==> config.mk <==
export PLATFORM = sky130hd
export DESIGN_NAME = id_hazard_scheduler
export DESIGN_NICKNAME = d
export VERILOG_FILES = /design/src/rtl/id_hazard_scheduler_pkg.sv /design/src/rtl/id_hazard_scheduler_fwd_select_unit.sv /design/src/rtl/id_hazard_scheduler.sv
export SDC_FILE = /design/constraint.sdc
export NUM_CORES = 1
export LEC_CHECK = 0
export CORE_UTILIZATION = 40
export DETAILED_ROUTE_END_ITERATION = 12
export GPL_TIMING_DRIVEN = 0
export PLACE_DENSITY_LB_ADDON = 0.3
export REMOVE_ABC_BUFFERS = 1
export SYNTH_ARGS = -nofsm -noshare
export SYNTH_HDL_FRONTEND = slang
export SYNTH_SLANG_ARGS = --single-unit
==> constraint.sdc <==
create_clock -name CLK -period 4.1 [get_ports CLK]
set_input_delay 1.025 -clock CLK [delete_from_list [all_inputs] [get_ports CLK]]
set_output_delay 1.025 -clock CLK [all_outputs]
set_load 0.01 [all_outputs]
==> src/rtl/id_hazard_scheduler_pkg.sv <==
// Shared definitions for the ID-stage hazard scheduler.
//  - forward-select encodings (SelA/SelB values)
//  - scheduler FSM state encodings (State_Dbg values)
//  - destination descriptor used for the EXE/MEM/WB write ports
package id_hazard_scheduler_pkg;

  localparam logic [1:0] FWD_SEL_REG = 2'd0;
  localparam logic [1:0] FWD_SEL_ALU = 2'd1;
  localparam logic [1:0] FWD_SEL_MEM = 2'd2;
  localparam logic [1:0] FWD_SEL_WB  = 2'd3;

  // Operand lanes: 0 = rs (A), 1 = rt (B)
  localparam int NUM_OPS = 2;

  typedef enum logic [2:0] {
    HS_IDLE        = 3'd0,
    HS_STALL       = 3'd1,
    HS_SYS_DRAIN   = 3'd2,
    HS_SYS_ISSUE   = 3'd3,
    HS_SYS_RECOVER = 3'd4
  } hs_state_e;

  typedef struct packed {
    logic [4:0] dst;
    logic       wen;
  } dest_t;

endpackage

==> src/rtl/id_hazard_scheduler_fwd_select_unit.sv <==
// fwd_select_unit: priority forwarding select for one ID operand.
//  src/uses       : register read by ID and whether it is actually read
//  exe/mem/wb     : destination descriptors of the downstream stages
//  exe_load       : EXE instruction is a load
//  sel            : EXE(1) > MEM(2) > WB(3) > regfile(0)
//  exe_load_hit   : operand depends on the load currently in EXE
module fwd_select_unit
  import id_hazard_scheduler_pkg::*;
(
  input  logic [4:0] src,
  input  logic       uses,
  input  dest_t      exe,
  input  dest_t      mem,
  input  dest_t      wb,
  input  logic       exe_load,
  output logic [1:0] sel,
  output logic       exe_load_hit
);

  logic live, exe_hit, mem_hit, wb_hit;

  // $0 is hardwired zero, so it never needs forwarding
  assign live    = uses && (src != 5'd0);
  assign exe_hit = live && exe.wen && (exe.dst == src);
  assign mem_hit = live && mem.wen && (mem.dst == src);
  assign wb_hit  = live && wb.wen  && (wb.dst  == src);

  always_comb begin
    sel = FWD_SEL_REG;
    if (exe_hit)      sel = FWD_SEL_ALU;
    else if (mem_hit) sel = FWD_SEL_MEM;
    else if (wb_hit)  sel = FWD_SEL_WB;
  end

  // Selection still reports ALU for a load; the stall covers that case
  assign exe_load_hit = exe_hit && exe_load;

endmodule

==> src/rtl/id_hazard_scheduler.sv <==
// id_hazard_scheduler: ID-stage pipeline-control scheduler.
//  Inputs : ID operand info (ID_RegA/B, ID_UsesA/B, ID_BranchJR, ID_Syscall),
//           EXE/MEM/WB destination info, CLK, RESET (sync, active low).
//  Outputs: SelA/SelB forward selects (combinational), Stall, SYS pulse,
//           WANT_FREEZE fetch freeze, State_Dbg current FSM state.
module id_hazard_scheduler
  import id_hazard_scheduler_pkg::*;
#(
  parameter int SYS_DRAIN_CYCLES = 3,
  parameter int BR_LOAD_STALLS   = 2
) (
  input  logic       CLK,
  input  logic       RESET,
  input  logic [4:0] ID_RegA,
  input  logic [4:0] ID_RegB,
  input  logic       ID_UsesA,
  input  logic       ID_UsesB,
  input  logic       ID_BranchJR,
  input  logic       ID_Syscall,
  input  logic [4:0] EXE_WriteReg,
  input  logic       EXE_RegWrite,
  input  logic       EXE_MemRead,
  input  logic [4:0] MEM_WriteReg,
  input  logic       MEM_RegWrite,
  input  logic [4:0] WB_WriteReg,
  input  logic       WB_RegWrite,
  output logic [1:0] SelA,
  output logic [1:0] SelB,
  output logic       Stall,
  output logic       SYS,
  output logic       WANT_FREEZE,
  output logic [2:0] State_Dbg
);

  if (SYS_DRAIN_CYCLES < 1 || SYS_DRAIN_CYCLES > 7) begin : g_bad_sys
    $error("id_hazard_scheduler: SYS_DRAIN_CYCLES=%0d outside 1..7", SYS_DRAIN_CYCLES);
  end
  if (BR_LOAD_STALLS < 1 || BR_LOAD_STALLS > 7) begin : g_bad_br
    $error("id_hazard_scheduler: BR_LOAD_STALLS=%0d outside 1..7", BR_LOAD_STALLS);
  end

  localparam logic [2:0] SYS_CNT_INIT = 3'(SYS_DRAIN_CYCLES - 1);
  // The detection cycle is already the first stall cycle (combinational
  // Stall), so the registered STALL state only covers the remaining ones.
  localparam logic       BR_NEEDS_STATE = (BR_LOAD_STALLS > 1);
  localparam logic [2:0] BR_CNT_INIT    = BR_NEEDS_STATE ? 3'(BR_LOAD_STALLS - 2) : 3'd0;

  // ---------------- forwarding ----------------
  dest_t exe_d, mem_d, wb_d;
  assign exe_d = '{dst: EXE_WriteReg, wen: EXE_RegWrite};
  assign mem_d = '{dst: MEM_WriteReg, wen: MEM_RegWrite};
  assign wb_d  = '{dst: WB_WriteReg,  wen: WB_RegWrite};

  logic [NUM_OPS-1:0][4:0] src;
  logic [NUM_OPS-1:0]      uses;
  logic [NUM_OPS-1:0][1:0] sel;
  logic [NUM_OPS-1:0]      load_hit;

  assign src  = {ID_RegB, ID_RegA};
  assign uses = {ID_UsesB, ID_UsesA};

  for (genvar g = 0; g < NUM_OPS; g++) begin : g_op
    fwd_select_unit u_fwd (
      .src          (src[g]),
      .uses         (uses[g]),
      .exe          (exe_d),
      .mem          (mem_d),
      .wb           (wb_d),
      .exe_load     (EXE_MemRead),
      .sel          (sel[g]),
      .exe_load_hit (load_hit[g])
    );
  end

  assign SelA = RESET ? sel[0] : FWD_SEL_REG;
  assign SelB = RESET ? sel[1] : FWD_SEL_REG;

  // ---------------- FSM ----------------
  hs_state_e  state, state_n;
  logic [2:0] cnt, cnt_n;
  logic       any_load_hit, bl, detect;

  assign any_load_hit = |load_hit;
  assign bl           = any_load_hit && ID_BranchJR;
  // Syscall has priority: a hazard seen alongside it never stalls
  assign detect       = (state == HS_IDLE) && !ID_Syscall && any_load_hit;

  always_ff @(posedge CLK) begin
    if (!RESET) begin
      state <= HS_IDLE;
      cnt   <= 3'd0;
    end else begin
      state <= state_n;
      cnt   <= cnt_n;
    end
  end

  always_comb begin
    state_n = state;
    cnt_n   = cnt;
    case (state)
      HS_IDLE: begin
        if (ID_Syscall) begin
          state_n = HS_SYS_DRAIN;
          cnt_n   = SYS_CNT_INIT;
        end else if (bl && BR_NEEDS_STATE) begin
          state_n = HS_STALL;
          cnt_n   = BR_CNT_INIT;
        end
      end
      HS_STALL: begin
        if (cnt == 3'd0) state_n = HS_IDLE;
        else             cnt_n   = cnt - 3'd1;
      end
      HS_SYS_DRAIN: begin
        if (cnt == 3'd0) state_n = HS_SYS_ISSUE;
        else             cnt_n   = cnt - 3'd1;
      end
      HS_SYS_ISSUE:   state_n = HS_SYS_RECOVER;
      HS_SYS_RECOVER: state_n = HS_IDLE;
      default:        state_n = HS_IDLE;
    endcase
  end

  logic draining, inhibit;
  assign draining = (state == HS_SYS_DRAIN);
  assign inhibit  = (state == HS_SYS_ISSUE) || (state == HS_SYS_RECOVER);

  assign Stall       = RESET && ((state == HS_STALL) || detect);
  assign SYS         = RESET && (state == HS_SYS_ISSUE);
  assign WANT_FREEZE = RESET && (Stall || draining) && !inhibit;
  assign State_Dbg   = state;

endmodule

Yosys cells after proc, flatten, opt, wreduce, memory -nomap -nowiden:

Cells that the tools add are included.

* add/sub/neg operators: 1
* equality and inequality tests: 14
* muxes and demuxes: 17
* reductions and logical operators: 37

Operators by type and width (count)
* 5-bit equality test: 6
* 1-bit logical AND: 23
* 3-bit two-way mux: 7
* 2-bit two-way mux: 8
* 3-bit one-hot mux with 4 select lines: 1
* 5-bit nonzero test: 2
* 3-bit by 2-bit equality test with 1-bit output, second input constant: 2
* 3-bit logical NOT: 2
* 3-bit one-hot mux with 2 select lines: 1
* 3-bit AND reduction: 2
* 2-bit inequality test, second input constant: 2
* 2-bit OR reduction: 2
* 3-bit by 1-bit equality test with 1-bit output, second input constant: 1
* 3-bit equality test, second input constant: 1
* 1-bit logical OR: 3
* 3-bit inequality test, second input constant: 1
* 3-bit by 1-bit subtractor with 3-bit output, second input constant: 1
* 1-bit logical NOT: 2
* 2-bit by 1-bit inequality test with 1-bit output, second input constant: 1
* 2-bit nonzero test: 1

* register bits after elaboration: 6
* input port bits: 35
* word-level logic and storage cells: 71

Depth between registers and ports, before layout:

Gate-level depths: netlist of the first run.

* word-level depth: 12
* depth in mapped cells: 7
* mapped depth without buffers: 7

Hierarchy:

Synthesis of the first run repeated with hierarchy kept, for this count alone.

* cell total of the unflattened synthesis: 108
* area, all modules: 870.8 sq um

By module, submodules not included
* fwd_select_unit: instances 2, cells an instance 29, area each 225.2 sq um, sequential area each 0.0 sq um
* id_hazard_scheduler: instances 1, cells an instance 50, area each 420.4 sq um, sequential area each 120.1 sq um

Worst setup path after synthesis of the first run:

Ideal clock, no wire load.

* kind: in2out
* start: in ID_RegA[0]
* end: out WANT_FREEZE
* arrival time: 2158 ps
* required time: 3075 ps
* path slack: 917 ps
* stages on the path: 6
* buffers on the path: 0
* cell sequence: or4_4 -> o21ai_4 -> nand4b_2 -> nand2_2 -> nand3_1 -> a21oi_1

* cells in the longest elaborated chain, start to end: 12
* elaborated cells between the ends (all ways): 13
* those cells by class: 1 x eq/ne; 12 x reduce/logical

RTL lines
* start, declared: RTL line id_hazard_scheduler.sv:14 `input logic [4:0] ID_RegA,`
* 5-bit nonzero test: RTL line id_hazard_scheduler_fwd_select_unit.sv:23 `assign live = uses && (src != 5'd0);`
* 1-bit logical AND: RTL line id_hazard_scheduler_fwd_select_unit.sv:23
* 1-bit logical AND: RTL line id_hazard_scheduler_fwd_select_unit.sv:24 `assign exe_hit = live && exe.wen && (exe.dst == src);`
* 1-bit logical AND *: RTL line id_hazard_scheduler_fwd_select_unit.sv:24
* 1-bit logical AND *: RTL line id_hazard_scheduler_fwd_select_unit.sv:36 `assign exe_load_hit = exe_hit && exe_load;`
* 2-bit OR reduction *: RTL line id_hazard_scheduler.sv:83 `assign any_load_hit = |load_hit;`
* 1-bit logical AND *: RTL line id_hazard_scheduler.sv:86 `assign detect = (state == HS_IDLE) && !ID_Syscall && any_load_hit;`
* 1-bit logical OR *: RTL line id_hazard_scheduler.sv:129 `assign Stall = RESET && ((state == HS_STALL) || detect);`
* 1-bit logical AND *: RTL line id_hazard_scheduler.sv:129
* 1-bit logical OR *: RTL line id_hazard_scheduler.sv:131 `assign WANT_FREEZE = RESET && (Stall || draining) && !inhibit;`
* 1-bit logical AND * (2 in a row): RTL line id_hazard_scheduler.sv:131
* end, declared: RTL line id_hazard_scheduler.sv:31 `output logic WANT_FREEZE,`

Mark *: on every way between the ends. The rest lies on a longest branch, timed or not.

Worst setup path after layout of the first run:

* start: in WB_WriteReg[0]
* end: out SelA[1]

* cells in the longest elaborated chain, start to end: 6

RTL lines
* start, declared: RTL line id_hazard_scheduler.sv:25 `input logic [4:0] WB_WriteReg,`
* 5-bit equality test: RTL line id_hazard_scheduler_fwd_select_unit.sv:26 `assign wb_hit = live && wb.wen && (wb.dst == src);`
* 1-bit logical AND: RTL line id_hazard_scheduler_fwd_select_unit.sv:26
* 2-bit two-way mux: RTL line id_hazard_scheduler_fwd_select_unit.sv:32 `else if (wb_hit) sel = FWD_SEL_WB;`
* 2-bit two-way mux: RTL line id_hazard_scheduler_fwd_select_unit.sv:31 `else if (mem_hit) sel = FWD_SEL_MEM;`
* 2-bit two-way mux: RTL line id_hazard_scheduler_fwd_select_unit.sv:30 `if (exe_hit) sel = FWD_SEL_ALU;`
* 2-bit two-way mux: RTL line id_hazard_scheduler.sv:75 `assign SelA = RESET ? sel[0] : FWD_SEL_REG;`
* end, declared: RTL line id_hazard_scheduler.sv:27 `output logic [1:0] SelA,`

Every way passes these cells.

==> summary.txt, run 1 <==
Timing
  • Clock Skew: around 7.7 ps
  • Unrepaired setup endpoints after global routing: no
  • Post-layout min period: between 3000 and 4000 ps
  • Worst-Margin Slew: about 420 ps
  • Final Hold Fails: 0
  • Final Max Slew Viols: 0
  • FMAX: approximately 0.25 GHz
  • Crit share post-route: 0.970
  • WHS: between 400 and 500 ps
  • TNS Setup: 0 ps
  • Relative slew slack: 0.721
  • Final setup viols: 0

Critical path
  • Worst setup SP type: input port
  • Worst setup path category: in2out
  • CP Buf/Inv Count: 2
  • Worst path top cell family by delay: buffers and inverters
  • Top cell by count, worst path: clkdlybuf4s50_1
  • Critical Path RT: ~3100 ps
  • Critical path cell sequence: clkdlybuf4s50_1 -> xor2_1 -> nor4_1 -> nand3_1 -> nor2_1 -> o211a_1 -> clkdlybuf4s50_1
  • Crit. End Element: primary output
  • Worst-path maximum fanout: 2
  • Number of cells on the critical path: 7
  • Reg2reg end: cnt[0]
  • Worst reg2reg startpoint: cnt[0]
  • Reg-to-reg setup timing slack: roughly 2200 ps
  • Slowest-stage cell, CP: clkdlybuf4s50_1
  • Worst Path Arrival: roughly 3000 ps
  • Cell count of the worst reg-to-reg path: 7
  • Crit path largest cell delay: ~530 ps

Synthesis
  • Synth Area in Simple Gates: 0.279
  • Seq/Total Area, Yosys: 0.140
  • FF+latch count, synth: 6
  • Adder-cell share of the synthesized area: 0.0409
  • Synth Area in XOR/XNOR: 0.317
  • EDFF count, synth: 0
  • Post-synth ARST share: 0
  • YS warnings: 0
  • Average size of a mapped cell: 8.15 um2
  • Compound-Gate Fraction of Synth Area: 0.152
  • Mapped Area: 856 um2
  • Largest family of logic cells by synthesized area: XOR/XNOR gates
  • Post-synthesis mux area share: 0.0351
  • Main synth FF type: dfxtp_1
  • Synth cell types: 30
  • Mapped Cells: around 110

Placed design
  • Post-DP HPWL: between 1500 and 2000 um
  • Final GP Congestion: 0.805
  • I/O Buffers: 44

Layout
  • Fill cells: 158
  • Layout cells sized above 1: 0.107
  • NumNets Final: about 190
  • N_diodes: 0
  • Layout area overhead: 58.3%

Clocking
  • CTS buffer count: 3
  • Root Buffer: clkbuf_4
  • Clock sink count: 6
  • Max H-tree Level: 1
  • # Post-CTS Setup Buffers: 0
  • CTS max path bufs: 2
  • CTS tree: built
  • Worst skew pair latency: around 250 ps
  • Clk pin slew, worst setup/hold paths: around 40 ps
  • Hold Buf Count CTS: 0

Min path
  • Hold WC Path Type: reg2reg
  • Worst Hold Depth: 2
  • Hold EP: cnt[2]
  • Min-delay src: cnt[2]

GRT
  • Gr usage total: 0.215
  • Initial antenna violation count: 0
  • Largest net degree at the start of global routing: 14
  • First-pass GRT wire length: between 3000 and 4000 um
  • Grt total ovfl: 0
  • Vias in the first global route: just under 800

Drt
  • Via Count: 904
  • DRC viols: 0
  • Detailed Routing Iterations Pass 1: 4
  • Detail Route Antenna Nets: 0
  • Met3 wire length: 106 um
  • WL met1: around 1100 um
  • DR iter-0 viols: 9
  • Via/cell ratio: between 5 and 6
  • Routed wl met2: roughly 1200 um
  • Max layer used: met4
  • Wire per inst: about 13 um
  • WL final: 2330 um

Power
  • Worst VDD drop: 0.192 mV
  • Total power: 335 uW
  • Pwr dens: between 200 and 250 mW/mm2
  • Pleak: around 0.00058 uW

Floorplanning
  • DIE WIDTH: between 40 and 50 um
  • Cell row count: 16
  • IO Count: 45
  • Die Area: roughly 0.0023 mm2
  • Die H: 48.3 um
  • Core ar.: approximately 0.0020 mm2
  • Starting Density: 0.432

Flow run
  • Max_cap viols: 0

Outcome
  • Outcome: finished clean
==> worst min-delay path, stage by stage (launching register included) <==
cell and delay (ps):
dfxtp_1 300, nand2_1 60, mux2i_1 60
==> sequential cells by signal (all words and copies together), names as in the netlist <==
register,count
State_Dbg,3
cnt,3
==> layout by cell type (no fill, tap or decap), types with 2 or more instances in the layout <==
cell,Yosys,final
a21oi_1,3,3
and2_1,2,2
clkbuf_4,0,3
clkdlybuf4s50_1,0,31
dfxtp_1,6,6
dlygate4sd2_1,0,11
dlymetal6s2s_1,0,2
ha_1,2,2
inv_1,6,6
mux2i_1,3,3
nand2_1,8,8
nand3_1,5,5
nand4_1,3,3
nand4b_2,2,2
nor2_1,6,6
nor3_1,3,3
nor4_1,5,2
nor4_2,0,3
o211a_1,2,2
o21ai_4,2,2
o31ai_1,2,2
or4_4,2,2
xnor2_1,15,15
xor2_1,16,16
==> per-stage QoR <==
stage           util  worst slack, ps  std cells  cell area, um2
5_1_grt        0.684             14.9        177            1360
3_3_place_gp   0.667             -264        174            1320
4_1_cts        0.678             48.4        177            1340
2_1_floorplan      -              916        103             848
3_5_place_dp   0.667             -240        174            1320
6_report       0.684              123        177            1360
==> area by class of cell <==
class,instances,area [um2],share of cell area
well taps,27,33.8,0.0249
repair buffers,44,432,0.319
flip-flops and latches,6,120,0.0886
inverters,6,22.5,0.0166
clock buffers,3,22.5,0.0166
multi-input cells,91,724,0.535
==> metal layers <==
metal,GRT usage,up-vias
met3,0.0593,2
met4,0.0278,0
met5,0,-
met2,0.357,27
li1,-,466
met1,0.284,409
==> kinds of logic after synthesis <==
logic type | after synthesis
XOR/XNOR | 31
multiplexers | 3
adder cells (fa/ha/maj) | 3
AND/OR/NAND/NOR | 40
AO/OA/AOI/OAI | 14
buffers and inverters | 8
flip-flops | 6
==> power by group <==
part / internal, uW / total [uW] / switching [uW]
Combinational: 100 / 192 / 92.0
Sequential: 72.1 / 86.4 / 14.3
Clock: 33.3 / 56.6 / 23.3
Total: 206 / 335 / 130
==> cell usage after synthesis (3+ instances only) <==
library cell,n,area (um2)
inv_1,6,22.5
nor4_1,5,31.3
xor2_1,16,140
mux2i_1,3,30.0
nand2_1,8,30.0
nand3_1,5,25.0
nor2_1,6,22.5
nand4_1,3,18.8
nor3_1,3,15.0
a21oi_1,3,15.0
dfxtp_1,6,120
xnor2_1,15,131
==> how the worst max path moves through the flow <==
stage / start / end
final: WB_WriteReg[0] / SelA[1]
after global routing: WB_WriteReg[0] / SelA[1]
after CTS: ID_RegB[1] / SelB[0]
after detailed placement: ID_RegB[1] / WANT_FREEZE
after global placement: ID_RegA[1] / WANT_FREEZE
after floorplan: ID_RegA[0] / WANT_FREEZE
==> what timing repair did <==
action / CTS / global route
endpoints found under the setup margin: 6 / 3
resized for setup: 13 / 3
pin swaps: 0 / 2
No activity file was read; power rests on OpenSTA's default activity.
==> run 2, diff against run 1 <==
Settings changed: CTS_BUF_LIST set to sky130_fd_sc_hd__clkbuf_16.
==> run 2 against run 1 <==
Compared with the run above: final area rose by 3.9%; largest power group unchanged; flip-flop and latch count did not move; first-iteration DRC count rose to 2.9 times the previous value.
==> summary.txt, run 2 (synthesis gave the netlist of run 1 again) <==
Floorplanning
  • IO Count: 45 (unchanged)
  • DIE WIDTH: 48.3 um (unchanged)
  • Starting Density: 0.432 (unchanged)
  • Die H: 48.3 um (unchanged)
  • Die Area: 0.00233 mm2 (unchanged)
  • Cell row count: 16 (unchanged)
  • Core ar.: 0.00198 mm2 (unchanged)

Drt
  • Wire per inst: 13.8 um (was 13.1 um)
  • Via Count: 929 (was 904)
  • DRC viols: 0 (unchanged)
  • WL final: 2440 um (was 2330 um)
  • DR iter-0 viols: 26 (was 9)
  • Via/cell ratio: 5.25 (was 5.11)
  • Detail Route Antenna Nets: 0 (unchanged)
  • Detailed Routing Iterations Pass 1: 4 (unchanged)

GRT
  • Most used routing layer: met2 (unchanged)
  • M2 GR Usage: 0.384 (was 0.357)
  • Initial antenna violation count: 0 (unchanged)
  • Routing usage on met3: 0.0593 (unchanged)
  • Gr usage total: 0.221 (was 0.215)
  • Grt total ovfl: 0 (unchanged)
  • Largest net degree at the start of global routing: 14 (unchanged)
  • Vias in the first global route: 802 (was 787)
  • First-pass GRT wire length: 3500 um (was 3430 um)
  • GR Util met1: 0.280 (was 0.284)

Clocking
  • Max H-tree Level: 1 (unchanged)
  • CTS max path bufs: 2 (unchanged)
  • Clock sink count: 6 (unchanged)
  • Hold Buf Count CTS: 0 (unchanged)
  • CTS buffer count: 3 (unchanged)
  • Clk pin slew, worst setup/hold paths: 30 ps (was 40 ps)
  • Root Buffer: clkbuf_16 (was clkbuf_4)
  • CTS tree: built (unchanged)
  • Worst skew pair latency: 230 ps (was 250 ps)
  • # Post-CTS Setup Buffers: 0 (unchanged)

Layout
  • Layout area overhead: 64.5% (was 58.3%)
  • N_diodes: 0 (unchanged)
  • NumNets Final: 189 (unchanged)
  • Commonest non-fill, non-tap cell in the layout: clkdlybuf4s50_1 (unchanged)
  • Fill cells: 152 (was 158)
  • Commonest cells after routing, fill and taps aside: clkdlybuf4s50_1 (31), xor2_1 (16), xnor2_1 (15) (unchanged)
  • Layout cells sized above 1: 0.107 (unchanged)
  • Design area: 0.00141 mm2 (was 0.00136 mm2)

Flow run
  • Max_cap viols: 0 (unchanged)

Placed design
  • Area after DPL: 0.00132 mm2 (unchanged)
  • Final GP Congestion: 0.805 (unchanged)
  • Post-DP HPWL: 1950 um (unchanged)
  • Pre-CTS setup slack: -240 ps (unchanged)
  • I/O Buffers: 44 (unchanged)

Outcome
  • Outcome: finished clean (unchanged)

Critical path
  • Reg-to-reg setup timing slack: 2100 ps (was 2160 ps)
  • Reg2reg end: cnt[0] (unchanged)
  • Critical Path RT: 3070 ps (about the same)
  • Worst setup SP type: input port (unchanged)
  • Worst setup path category: in2out (unchanged)
  • Cell count of the worst reg-to-reg path: 7 (unchanged)
  • Worst-path maximum fanout: 4 (was 2)
  • Crit. End Element: primary output (unchanged)
  • Worst reg2reg startpoint: cnt[0] (unchanged)
  • Crit path from: ID_RegB[1] (was WB_WriteReg[0])
  • Worst Path Arrival: 2960 ps (was 2950 ps)

Timing
  • Worst-Margin Slew: 453 ps (was 417 ps)
  • Final setup viols: 0 (unchanged)
  • WHS: 460 ps (was 465 ps)
  • FMAX: 0.251 GHz (about the same)
  • Final Hold Fails: 0 (unchanged)
  • Unrepaired setup endpoints after global routing: no (unchanged)
  • Final Max Slew Viols: 0 (unchanged)
  • Final WS setup: 117 ps (was 123 ps)
  • Relative slew slack: 0.697 (was 0.721)
  • Clock Skew: 3.76 ps (was 7.70 ps)
  • Post-layout min period: 3980 ps (about the same)
  • Crit share post-route: 0.972 (was 0.970)

Power
  • Total power: 441 uW (was 335 uW)
  • Pleak: 0.000598 uW (was 0.000575 uW)
  • Pwr dens: 314 mW/mm2 (was 248 mW/mm2)
  • Worst VDD drop: 0.337 mV (was 0.192 mV)

Min path
  • Min-delay src: cnt[2] (unchanged)
  • Hold EP: cnt[2] (unchanged)
  • Hold WC Path Type: reg2reg (unchanged)
  • Worst Hold Depth: 2 (unchanged)
## run 2: cell count changes in the layout (fill, tap and decap cells not counted)
cell	before	now
clkbuf_4	3	0
clkbuf_16	0	3
## run 2: worst max path at each step
stage,end,slack (ps),cells after the start
6_report,SelB[1],120,6
5_1_grt,SelA[1],10,7
4_1_cts,SelB[0],40,7
3_5_place_dp,WANT_FREEZE,-240,8
3_3_place_gp,WANT_FREEZE,-260,8
2_1_floorplan,WANT_FREEZE,920,6
## run 2: timing repair
action | 4_1_cts | 5_1_grt
gates resized for setup | 13 | 3
endpoints found under the hold margin | 0 | 0
endpoints found under the setup margin | 6 | 3
pin swaps | 0 | 2
## run 2: layout make-up
type	instances	area [um2]	area share
clock buffers	3	75.1	0.0533
repair buffers	44	432	0.307
flip-flops and latches	6	120	0.0853
inverters	6	22.5	0.0160
multi-input cells	91	724	0.515
well taps	27	33.8	0.0240
## run 2: worst max-delay path, cell delays in order
cell	delay, ps
dlygate4sd2_1	310
or4_4	570
o21ai_4	170
nand4b_2	190
o211a_1	170
clkdlybuf4s50_1	530
## run 2: report_power, final
part | internal [uW] | switching, uW | total [uW]
clock | 125 | 32.6 | 158
sequential | 72.3 | 15.1 | 87.4
combinational | 101 | 95.3 | 196
total | 298 | 143 | 441
## run 2: stage by stage
stage,std cells,util,setup TNS (ps)
final,177,0.710,0
after global routing,177,0.710,0
after CTS,177,0.705,0
after detailed placement,174,0.667,-1070
after global placement,174,0.667,-1060
after floorplan,103,-,0
## run 2: metal layers
layer  routed length [um]  vias to the layer above
li1                     -                      467
met1                 1010                      413
met2                 1240                       47
met3                  173                        2
met4                   16                        0
met5                    0                        -
==> RTL change 1 (settings of run 2) <==
Make the reset (`RESET`) asynchronous in one clocked block.
--- a/src/rtl/id_hazard_scheduler.sv
+++ b/src/rtl/id_hazard_scheduler.sv
@@ -86,5 +86,5 @@
   assign detect       = (state == HS_IDLE) && !ID_Syscall && any_load_hit;
 
-  always_ff @(posedge CLK) begin
+  always_ff @(posedge CLK or negedge RESET) begin
     if (!RESET) begin
       state <= HS_IDLE;
Behaviour: differs if RESET is asserted again (counterexample within 4 cycles, from zero or initial values and one cycle with RESET low); with RESET held inactive, the same outputs for 10 cycles.
==> RTL change 1 against run 2 <==
Largest power group unchanged. Maximum frequency shrank 0.57%. Wire length grew 8.5%. Sequential cell count is the same. Clock skew shrank 1.4 ps. Cell count shrank 1.1%. Synthesized area shrank 2.3%. Power grew 28%. Worst setup slack lost 23 ps. Highest routed layer is now met3. Cell area is the same.
==> RTL change 1: results (changes against run 2) <==
[status]
status=completed  ; unchanged

[cts]
clockBufferDepth=2  ; unchanged
cts-root-buf=clkbuf_16  ; unchanged
worst_skew_pair.late_latency_ps=230  ; about the same
path_clk_slew_ps=40
cts_buffers=3  ; unchanged
htreeDepth=1  ; unchanged

[synth]
synth_area_leaders=xor2_1, dfrtp_1, xnor2_1, nor4_1, mux2i_1  ; was xor2_1, xnor2_1, dfxtp_1, o21ai_4, nor4_1
synth-edff-count=0  ; unchanged
ys.flop_type=dfrtp_1  ; was dfxtp_1
async_flop_share=1.000  ; was 0
synth_commonest_cells=xor2_1, nor2_1  ; was xor2_1, xnor2_1, nand2_1
syn_avg_cell_area_um2=8.194  ; was 8.151 um^2
yosysSeqAreaShare=0.1796  ; was 0.1404
yosysWarningCount=0  ; unchanged
ys_types=28  ; was 30

[cells_and_area]
nets=187  ; was 189
n_fill_cell=171  ; was 152
fin_cells=175  ; was 177
n_antenna_cell=0  ; unchanged
drive_above_1_share=0.09459  ; was 0.1067

[critical_path]
critPathSlowestCell=clkdlybuf4s50_1  ; was or4_4
cp_max_fo=4  ; unchanged
crit_arrival_ps=2980  ; was 2960 ps
slowest_delay_ps=560
critical_path.top_delay_family=buffers and inverters  ; unchanged

[place]
portBuffers=44  ; unchanged
place_hpwl_um=2030  ; was 1949 um
place.gp.congestion=0.7311  ; was 0.8050
placedCellCount=170  ; was 174
post-place-ws_ps=-182.9  ; was -239.8 ps

[global_routing]
grt_start_max_net_pins=13  ; was 14
use_met1=0.3110  ; was 0.2797
grt_pass1_vias=903  ; was 802
antenna_found_initial=0  ; unchanged
track_usage=0.2504  ; was 0.2214
gr-usage-met2=0.4459  ; was 0.3840
grt_pass1_wl_um=3939  ; was 3498 um
grtUsageMet3=0.07170  ; was 0.05926

[timing]
finClkSkew_ps=2.379  ; was 3.756 ps
tightest_slew_ps=477.1  ; was 452.9 ps

[detailed_routing]
via_count=934  ; was 929
drt_iter0_markers=11  ; was 26
drt-wirelength-per-cell_um=15.10  ; was 13.76 um
drtPass1Iterations=4  ; unchanged

[power]
vdd_drop_max_uv=395.8  ; was 336.7 uV
p_int_uw=353.8  ; was 298.4 uW
p_leak_uw=0.0006077  ; was 0.0005982 uW

[min_path]
hold_class=reg -> reg  ; unchanged

[RTL change 1: power groups by stage]
stage	Clock (uW)	Sequential (uW)	Combinational, uW
after global routing	168	124	312
after floorplan	0	117	171
after global placement	0	118	270
final	159	121	285
after CTS	161	120	282
after detailed placement	0	119	283
[RTL change 1: layout make-up]
cell class / instances / area (um^2) / area share
multi-input combinational: 90 / 688.2 / 0.4889
timing repair buffer: 46 / 449.2 / 0.3191
sequential: 6 / 150.1 / 0.1067
clock buffer: 3 / 75.07 / 0.05333
tap: 27 / 33.78 / 0.02400
inverter: 3 / 11.26 / 0.008000
[RTL change 1: worst register-to-register path: stages, from the launching register on]
cell and delay, ps:
dfrtp_1 310, inv_1 60, ha_1 190, ha_1 250, a21oi_1 170, o21ai_1 100, a31oi_2 230, o22ai_2 110
[RTL change 1: layer usage]
metal | vias up | wire (um)
li1 | 457 | -
met1 | 441 | 1115
met2 | 36 | 1381
met3 | 0 | 145
met4 | 0 | 0
met5 | - | 0
[RTL change 1: what timing repair did]
item,in CTS,in global routing
setup endpoints to repair,6,3
endpoints found under the hold margin,0,0
pin swaps,2,1
setup buffers,2,0
gates resized for setup,13,5
cloned,0,0
[RTL change 1: final timing paths]
| kind | from | end | depth (start not counted) | slack, ps |
|---|---|---|---|---|
| worst min-delay path | cnt[1] | cnt[1] | 2 | 530 |
| worst max-delay path | ID_RegA[0] | SelA[1] | 7 | 90 |
| max in group asynchronous | RESET | State_Dbg[2] | 1 | 2650 |
| worst max register to register | cnt[0] | cnt[2] | 7 | 2540 |
| worst min register to register | cnt[1] | cnt[1] | 2 | 530 |
| min in group asynchronous | RESET | cnt[0] | 1 | 1130 |
[RTL change 1: cells by family after synthesis]
kind of cell / count (synthesis) / share of synthesized area
AOI/OAI and AO/OA: 17 / 0.1362
xor gates and xnor gates: 30 / 0.3144
adders and majority gates: 2 / 0.02994
buffers and inverters: 6 / 0.02694
DFF: 6 / 0.1796
muxes: 3 / 0.03593
and+or+nand+nor: 38 / 0.2769
[RTL change 1: stage by stage]
stage,cell area [um^2],total power (uW)
2_1_floorplan,824.5,288.1
3_3_place_gp,1299,387.6
3_5_place_dp,1299,402.4
4_1_cts,1388,562.4
5_1_grt,1408,604.8
6_report,1408,565.3
==> RTL change 2 (config.mk and constraints of run 2) <==
Without the edit above. Put one more register stage on the output `State_Dbg`, without a reset. The value now appears one clock later. The other outputs are not delayed to match.
--- a/src/rtl/id_hazard_scheduler.sv
+++ b/src/rtl/id_hazard_scheduler.sv
@@ -130,5 +130,7 @@
   assign SYS         = RESET && (state == HS_SYS_ISSUE);
   assign WANT_FREEZE = RESET && (Stall || draining) && !inhibit;
-  assign State_Dbg   = state;
+  always_ff @(posedge CLK) begin
+    State_Dbg <= state;
+  end
 
 endmodule
Function: changed (a bounded check fails within 4 cycles, from zero or initial values and one cycle with RESET low).
==> RTL change 2 against run 2 <==
The flow now finishes with violations (DRC). Worst setup slack worse by 20 ps. Synthesized area rose by 9.4%. Sequential power rose by 59%. Cell area increased by 6.9%. Power grew 31%. Wire length up 2.8%. Core utilization decreased by 3.0 points. Register-to-register slack gained 500 ps. Sequential cell count increased by 3. Non-clock buffer count is 2 higher. Clock power grew 9%. Maximum frequency fell by 0.50%.
==> RTL change 2: results (changes against run 2) <==
[global_routing]
grt_start_max_net_pins=18  ; was 14
gr-usage-met2=0.3756  ; was 0.3840
grt_pass1_wl_um=4222  ; was 3498 um
grtUsageMet3=0.07576  ; was 0.05926
track_usage=0.2229  ; was 0.2214
use_met1=0.2800  ; was 0.2797
grt_pass1_vias=941  ; was 802

[place]
post-place-ws_ps=-406.3  ; was -239.8 ps
place.gp.congestion=0.7755  ; was 0.8050
portBuffers=44  ; unchanged
place_hpwl_um=2040  ; was 1949 um

[cells_and_area]
n_fill_cell=187  ; was 152
nets=198  ; was 189
drive_above_1_share=0.1250  ; was 0.1067

[power]
vdd_drop_max_uv=462.6  ; was 336.7 uV
p_leak_uw=0.0006421  ; was 0.0005982 uW

[detailed_routing]
drtPass1Iterations=8  ; was 4
via_per_inst=5.080  ; was 5.249
drt-wirelength-per-cell_um=13.32  ; was 13.76 um
drc_errors=2  ; was 0

[status]
violations=DRC
status=finished, violations left  ; was completed

[timing]
timing.slew.headroom=0.6771  ; was 0.6972
finClkSkew_ps=1.181  ; was 3.756 ps

[critical_path]
cp_max_fo=4  ; unchanged
crit_arrival_ps=2980  ; was 2960 ps

[synth]
synth_commonest_cells=xor2_1, xnor2_1, nand2_1  ; unchanged
ys_types=31  ; was 30
synth_area_leaders=dfxtp_1, xor2_1, xnor2_1, mux2i_1, nand2_1  ; was xor2_1, xnor2_1, dfxtp_1, o21ai_4, nor4_1
yosysSeqAreaShare=0.1925  ; was 0.1404

[RTL change 2: changes by cell type after synthesis, sizes merged, moves of 2 or more]
cell | before | now
nor3 | 4 | 2
dfxtp | 6 | 9
nor2 | 6 | 9
a21oi | 4 | 2
o21ai | 3 | 5
[RTL change 2: final timing paths]
path | slack [ps] | cells past startpoint | end | startpoint
setup reg to reg | 2600 | 6 | state[0] | cnt[0]
setup / recovery | 100 | 7 | SelB[1] | ID_RegB[2]
hold reg to reg | 460 | 0 | State_Dbg[1] | state[1]
hold / removal | 460 | 0 | State_Dbg[1] | state[1]
[RTL change 2: cell families (layout without fill, tap and decap cells)]
group | Yosys count | after routing | synth area share
AO/OA/AOI/OAI | 15 | 15 | 0.1430
XOR/XNOR | 31 | 31 | 0.2901
adder cells (fa/ha/maj) | 2 | 2 | 0.02673
buffers and inverters | 8 | 55 | 0.03209
flip-flops | 9 | 9 | 0.1925
multiplexers | 4 | 4 | 0.04278
AND/OR/NAND/NOR | 44 | 44 | 0.2727
[RTL change 2: worst max-delay path, delay by kind of cell]
kind	cells	cell delay [ps]
buffers and inverters	3	960
and+or+nand+nor	2	700
AOI/OAI and AO/OA	2	300
[RTL change 2: final cells by class]
cell class | count | area (um^2) | share of cell area
Inverter | 5 | 18.77 | 0.01247
Sequential cell | 9 | 180.2 | 0.1197
Multi-Input combinational cell | 96 | 750.7 | 0.4988
Tap cell | 28 | 35.03 | 0.02328
Timing Repair Buffer | 46 | 441.7 | 0.2934
Clock inverter | 1 | 3.754 | 0.002494
Clock buffer | 3 | 75.07 | 0.04988
[RTL change 2: metal layers]
layer / routed length, um / vias up / share of wire
li1: - / 492 / -
met1: 1130 / 434 / 0.45
met2: 1243 / 29 / 0.50
met3: 131 / 0 / 0.052
met4: 0 / 0 / 0
met5: 0 / - / 0
[RTL change 2: power by group]
part | total (uW) | internal [uW] | switching (uW)
Clock | 172 | 128 | 44.7
Combinational | 267 | 136 | 131
Sequential | 139 | 116 | 23.2
[RTL change 2: timing repair]
action                     4_1_cts  5_1_grt
hold endpoints to repair         0        0
gates resized for setup         14        6
setup endpoints to repair        6        3
setup buffers                    2        0
pin swaps                        6        1
[RTL change 2: metrics by stage]
step,instances,cell area (um^2),power [uW],util,hold WS (ps)
after detailed placement,182,1400,402.0,0.6329,444.8
after global routing,188,1505,620.1,0.6804,468.1
after global placement,182,1400,393.5,0.6329,445.3
after CTS,188,1491,577.1,0.6742,457.1
final,188,1505,578.2,0.6804,464.7
after floorplan,110,924.6,296.6,-,414.1
